===== src/rtl/gate_input_conditioner.sv =====
// gate_input_conditioner
//   Two-channel debouncer that feeds the two-input NAND gate block. Each channel takes a raw,
//   asynchronous level and passes it through a synchronizer chain. A stability counter and a
//   two-state FSM then accept a new level only after it has held for DEBOUNCE_CYCLES edges.
//   The channels are independent and share only clock and reset.
//
// Parameters:
//   SYNC_STAGES      flops per synchronizer chain (2..4)
//   DEBOUNCE_CYCLES  consecutive edges a new level must persist (2..65535)
//
// Ports:
//   clk    system clock, rising edge
//   rst_n  asynchronous active-low reset
//   raw_a  raw level, channel A
//   raw_b  raw level, channel B
//   a_out  debounced channel A (NAND input A)
//   b_out  debounced channel B (NAND input B)
//   busy   high while either channel is qualifying a candidate level
//   upd    (only with GATE_INPUT_CONDITIONER_EVENT_EN) one-cycle pulse after a_out/b_out change
//
// Optional feature macro: GATE_INPUT_CONDITIONER_EVENT_EN

module gate_input_conditioner #(
    parameter int unsigned SYNC_STAGES     = 2,
    parameter int unsigned DEBOUNCE_CYCLES = 16
) (
    input  logic clk,
    input  logic rst_n,
    input  logic raw_a,
    input  logic raw_b,
    output logic a_out,
    output logic b_out,
    output logic busy
`ifdef GATE_INPUT_CONDITIONER_EVENT_EN
    ,
    output logic upd
`endif
);

    localparam int unsigned CNT_W = $clog2(DEBOUNCE_CYCLES) + 1;
    localparam logic [CNT_W-1:0] CNT_LAST = CNT_W'(DEBOUNCE_CYCLES - 1);

    typedef enum logic {
        StIdle,
        StCheck
    } state_e;

    logic [1:0] raw;
    logic [1:0] out;
    logic [1:0] next_check;  // channel will be in CHECK after this edge
    logic [1:0] flip;        // channel output changes on this edge

    assign raw = {raw_b, raw_a};

    for (genvar c = 0; c < 2; c++) begin : g_ch
        logic [SYNC_STAGES-1:0] sync_q;
        logic                   sync;
        state_e                 state_q;
        logic [CNT_W-1:0]       cnt_q;
        logic                   out_q;

        assign sync = sync_q[SYNC_STAGES-1];
        assign out[c] = out_q;

        // These mirror the FSM transitions below; they feed the shared busy/upd flops.
        assign flip[c] = (state_q == StCheck) && (sync != out_q) && (cnt_q == CNT_LAST);
        assign next_check[c] = (sync != out_q) && !flip[c];

        always_ff @(posedge clk or negedge rst_n) begin
            if (!rst_n) begin
                sync_q  <= '0;
                state_q <= StIdle;
                cnt_q   <= '0;
                out_q   <= 1'b0;
            end else begin
                sync_q <= {sync_q[SYNC_STAGES-2:0], raw[c]};
                unique case (state_q)
                    StIdle: begin
                        if (sync != out_q) begin
                            state_q <= StCheck;
                            cnt_q   <= CNT_W'(1);
                        end else begin
                            cnt_q <= '0;
                        end
                    end
                    StCheck: begin
                        if (sync == out_q) begin
                            // Candidate bounced back before qualifying.
                            state_q <= StIdle;
                            cnt_q   <= '0;
                        end else if (cnt_q == CNT_LAST) begin
                            out_q   <= sync;
                            state_q <= StIdle;
                            cnt_q   <= '0;
                        end else begin
                            cnt_q <= cnt_q + CNT_W'(1);
                        end
                    end
                endcase
            end
        end
    end

    assign a_out = out[0];
    assign b_out = out[1];

    always_ff @(posedge clk or negedge rst_n) begin
        if (!rst_n) begin
            busy <= 1'b0;
        end else begin
            busy <= |next_check;
        end
    end

`ifdef GATE_INPUT_CONDITIONER_EVENT_EN
    // Single pulse even when both channels qualify on the same edge.
    always_ff @(posedge clk or negedge rst_n) begin
        if (!rst_n) begin
            upd <= 1'b0;
        end else begin
            upd <= |flip;
        end
    end
`endif

endmodule


===== config.mk =====
export PLATFORM = sky130hd
export DESIGN_NAME = gate_input_conditioner
export DESIGN_NICKNAME = d
export VERILOG_FILES = /design/src/rtl/gate_input_conditioner.sv
export SDC_FILE = /design/constraint.sdc
export NUM_CORES = 1
export LEC_CHECK = 0
export ABC_AREA = 1
export ABC_CLOCK_PERIOD_IN_PS = 1200
export BUFFER_PORTS_ARGS = -buffer_cell sky130_fd_sc_hd__buf_4
export CORE_UTILIZATION = 55
export DETAILED_ROUTE_END_ITERATION = 16
export PLACE_DENSITY = 0.81
export SLEW_MARGIN = 20
export SYNTH_ARGS = -nofsm -noshare
export SYNTH_HDL_FRONTEND = slang
export SYNTH_SLANG_ARGS = --single-unit

===== constraint.sdc =====
create_clock -name clk -period 1.2 [get_ports clk]
set_input_delay 0.24 -clock clk [delete_from_list [all_inputs] [get_ports clk]]
set_output_delay 0.24 -clock clk [all_outputs]
set_load 0.02 [all_outputs]

==> results.cfg <==
[status]
status = finished, final reports clean

[global_route]
grt_pass1_vias = 433
grt-ovfl-total = 0
grt_usage_pct = 18.71
grt_first_pass_wirelength_mm = 1.856
grt_antenna_before_repair = 0
grt_max_degree = 20

[floorplanning]
initial_core_util_pct = 60.23
dieArea_um2 = 1617
die-width_um = 40.22
io_pins = 7
core-area_um2 = 1334
die_h_um = 40.22
fp-row-count = 13

[placement]
io_buffer_count = 6
hpwl_um = 906.2
gp_congestion = 0.7616

[power]
leakagePower_nw = 0.4511
ir_drop_mv = 1.071
power_mw = 1.073
cellPowerDensity_nw_per_um2 = 1151

[critical_path]
crit_family = flip-flops
path_max_fanout = 4
crit_path_end_kind = output port
path_cells = buf_4
cpMaxStageDelayCell = dfrtp_1
cp.required_ns = 0.96
critPathLaunchType = flip-flop
critPathKind = flip-flop to output port
critPathArrivalTime_ns = 0.88
cp_num_buf_inv = 1
max_stage_delay_ns = 0.42

[yosys]
synthXorXnorAreaFrac_pct = 4.361
yosys.area_share.simple_pct = 22.12
netlist_area_um2 = 803.3
synth_compound_area_share_pct = 4.206
synthAdderAreaFrac_pct = 3.115
synth_seq_cells = 19
postSynthCellCount = 81
ys_top_cells_by_area = dfrtp_1 (59%), inv_1 (7.0%), nand2_1 (7.0%)
synthMuxAreaShare_pct = 0
ys.warnings.count = 0
syn_nets = 87
synth.top_cell.area_share_pct = 59.19
synth_cell_types = 14
synth_area_per_cell_um2 = 9.917
ys_seq_area_share_pct = 59.19
synth_top_family_by_area = simple AND/OR/NAND/NOR gates
yosys.area.top_type = dfrtp_1

[timing]
period_share_pct = 93.04
slew_headroom_pct = 84.52
max_freq_ghz = 0.8957
skew_ns = 0.005443
finalSetupViolations = 0
rsz0062_at_grt = false
hold_viol = 0
finalSetupTns_ns = 0
period_minus_slack_ns = 1.116
slew_viol_final = 0
worst_pin_slew_ns = 0.2321

[run]
maxCapViolCount = 0

[final_layout]
nFillCells = 109
syn_to_final_growth_pct = 16.04
nNetsFinal = 99
diodes = 0
drive_above_1_share_pct = 19.57
fin_util_pct = 69.89

[detailed_routing]
ant_nets = 0
wire_per_inst_um = 11.50
vias = 535
drc = 0
drt-initial-drc-count = 3
drt_pre_antenna_iters = 4
via_per_inst = 5.000
postRouteWirelength_mm = 1.231

[clock_tree]
clk_path_buf_depth = 2
cts.sinks = 19
cts_made_buffers = 3
clk_latency_ns = 0.29
cts_tree = yes
cts.clk_slew.worst_paths_ns = 0.11
cts-root-buf = clkbuf_4
htree_levels = 1

[hold_path]
hp-class = input pin to flip-flop
## what timing repair did
action,in CTS,in global routing
endpoints found under the hold margin,19,0
gates resized for setup,1,4
setup buffers,0,0
setup endpoints to repair,2,7
hold buffers,1,0
## metal layers
metal  GRT usage [%]  wire length [µm]  up-vias
li1                -                 -      276
met2           30.24               625        9
met3           5.000                43        2
met4           7.500                12        0
met1           23.97               548      248
met5               0                 0        -
## final timing paths
kind | from | endpoint | slack [ns] | depth (start not counted)
min reg2reg | g_ch[0].sync_q[0] | g_ch[0].sync_q[1] | 0.38 | 0
max reg2reg | g_ch[1].cnt_q[0] | busy | 0.09 | 4
min in group asynchronous | rst_n | g_ch[0].cnt_q[4] | 0.33 | 2
min | raw_a | g_ch[0].sync_q[0] | 0.04 | 1
max in group asynchronous | rst_n | g_ch[0].cnt_q[0] | 0.67 | 2
max | a_out | a_out | 0.08 | 1
## cell type report
cell class,instances,area (µm²),area share [%]
Sequential cell,19,475.5,51.01
Multi-Input combinational cell,47,299.0,32.08
Inverter,15,56.30,6.040
Timing Repair Buffer,7,55.05,5.906
Clock buffer,3,22.52,2.416
Tap cell,15,18.77,2.013
Clock inverter,1,5.005,0.5369
## logic make-up (layout without fill, tap and decap cells)
group           Yosys count  count (layout)
flops                    19              19
fa+ha+maj                 2               2
simple gates             35              35
compound gates            6               6
xor+xnor                  4               4
buf+inv                  15              26
## cells in the final DEF, fill, tap and decap left out, types with 3 or more instances in the layout
master | synthesis | layout
nand2_1 | 15 | 15
clkbuf_4 | 0 | 3
dfrtp_1 | 19 | 19
buf_4 | 0 | 6
inv_1 | 15 | 15
nand3_1 | 6 | 6
nor2_1 | 10 | 10
## state kept, by name (all words and copies together), names as in the netlist
name,flops
busy,1
b_out,1
g_ch.state_q,2
a_out,1
g_ch.sync_q,4
g_ch.cnt_q,10
## power breakdown
| part | switching [mW] | internal [mW] | total [mW] |
|---|---|---|---|
| Sequential | 0.0180 | 0.661 | 0.679 |
| Combinational | 0.0448 | 0.0316 | 0.0764 |
| Clock | 0.194 | 0.124 | 0.318 |
## synthesized netlist by cell type (all sizes together)
cell   count
nand4      2
inv       15
a21oi      2
xnor2      2
o21ai      4
dfrtp     19
nand3      8
nand2     15
xor2       2
ha         2
nor2      10
## through the flow
stage | setup slack, ns | cells | hold WS [ns] | area [µm²]
2_1_floorplan | 0.1514 | 81 | -0.05559 | 803.3
3_5_place_dp | 0.01112 | 102 | 0.1239 | 867.1
5_1_grt | 0.004298 | 107 | 0.03036 | 932.1
4_1_cts | 0.01459 | 107 | 0.04631 | 908.4
3_3_place_gp | 0.05074 | 102 | 0.1226 | 867.1
6_report | 0.08354 | 107 | 0.04253 | 932.1
Note: power is estimated with default switching activity, not from simulation.
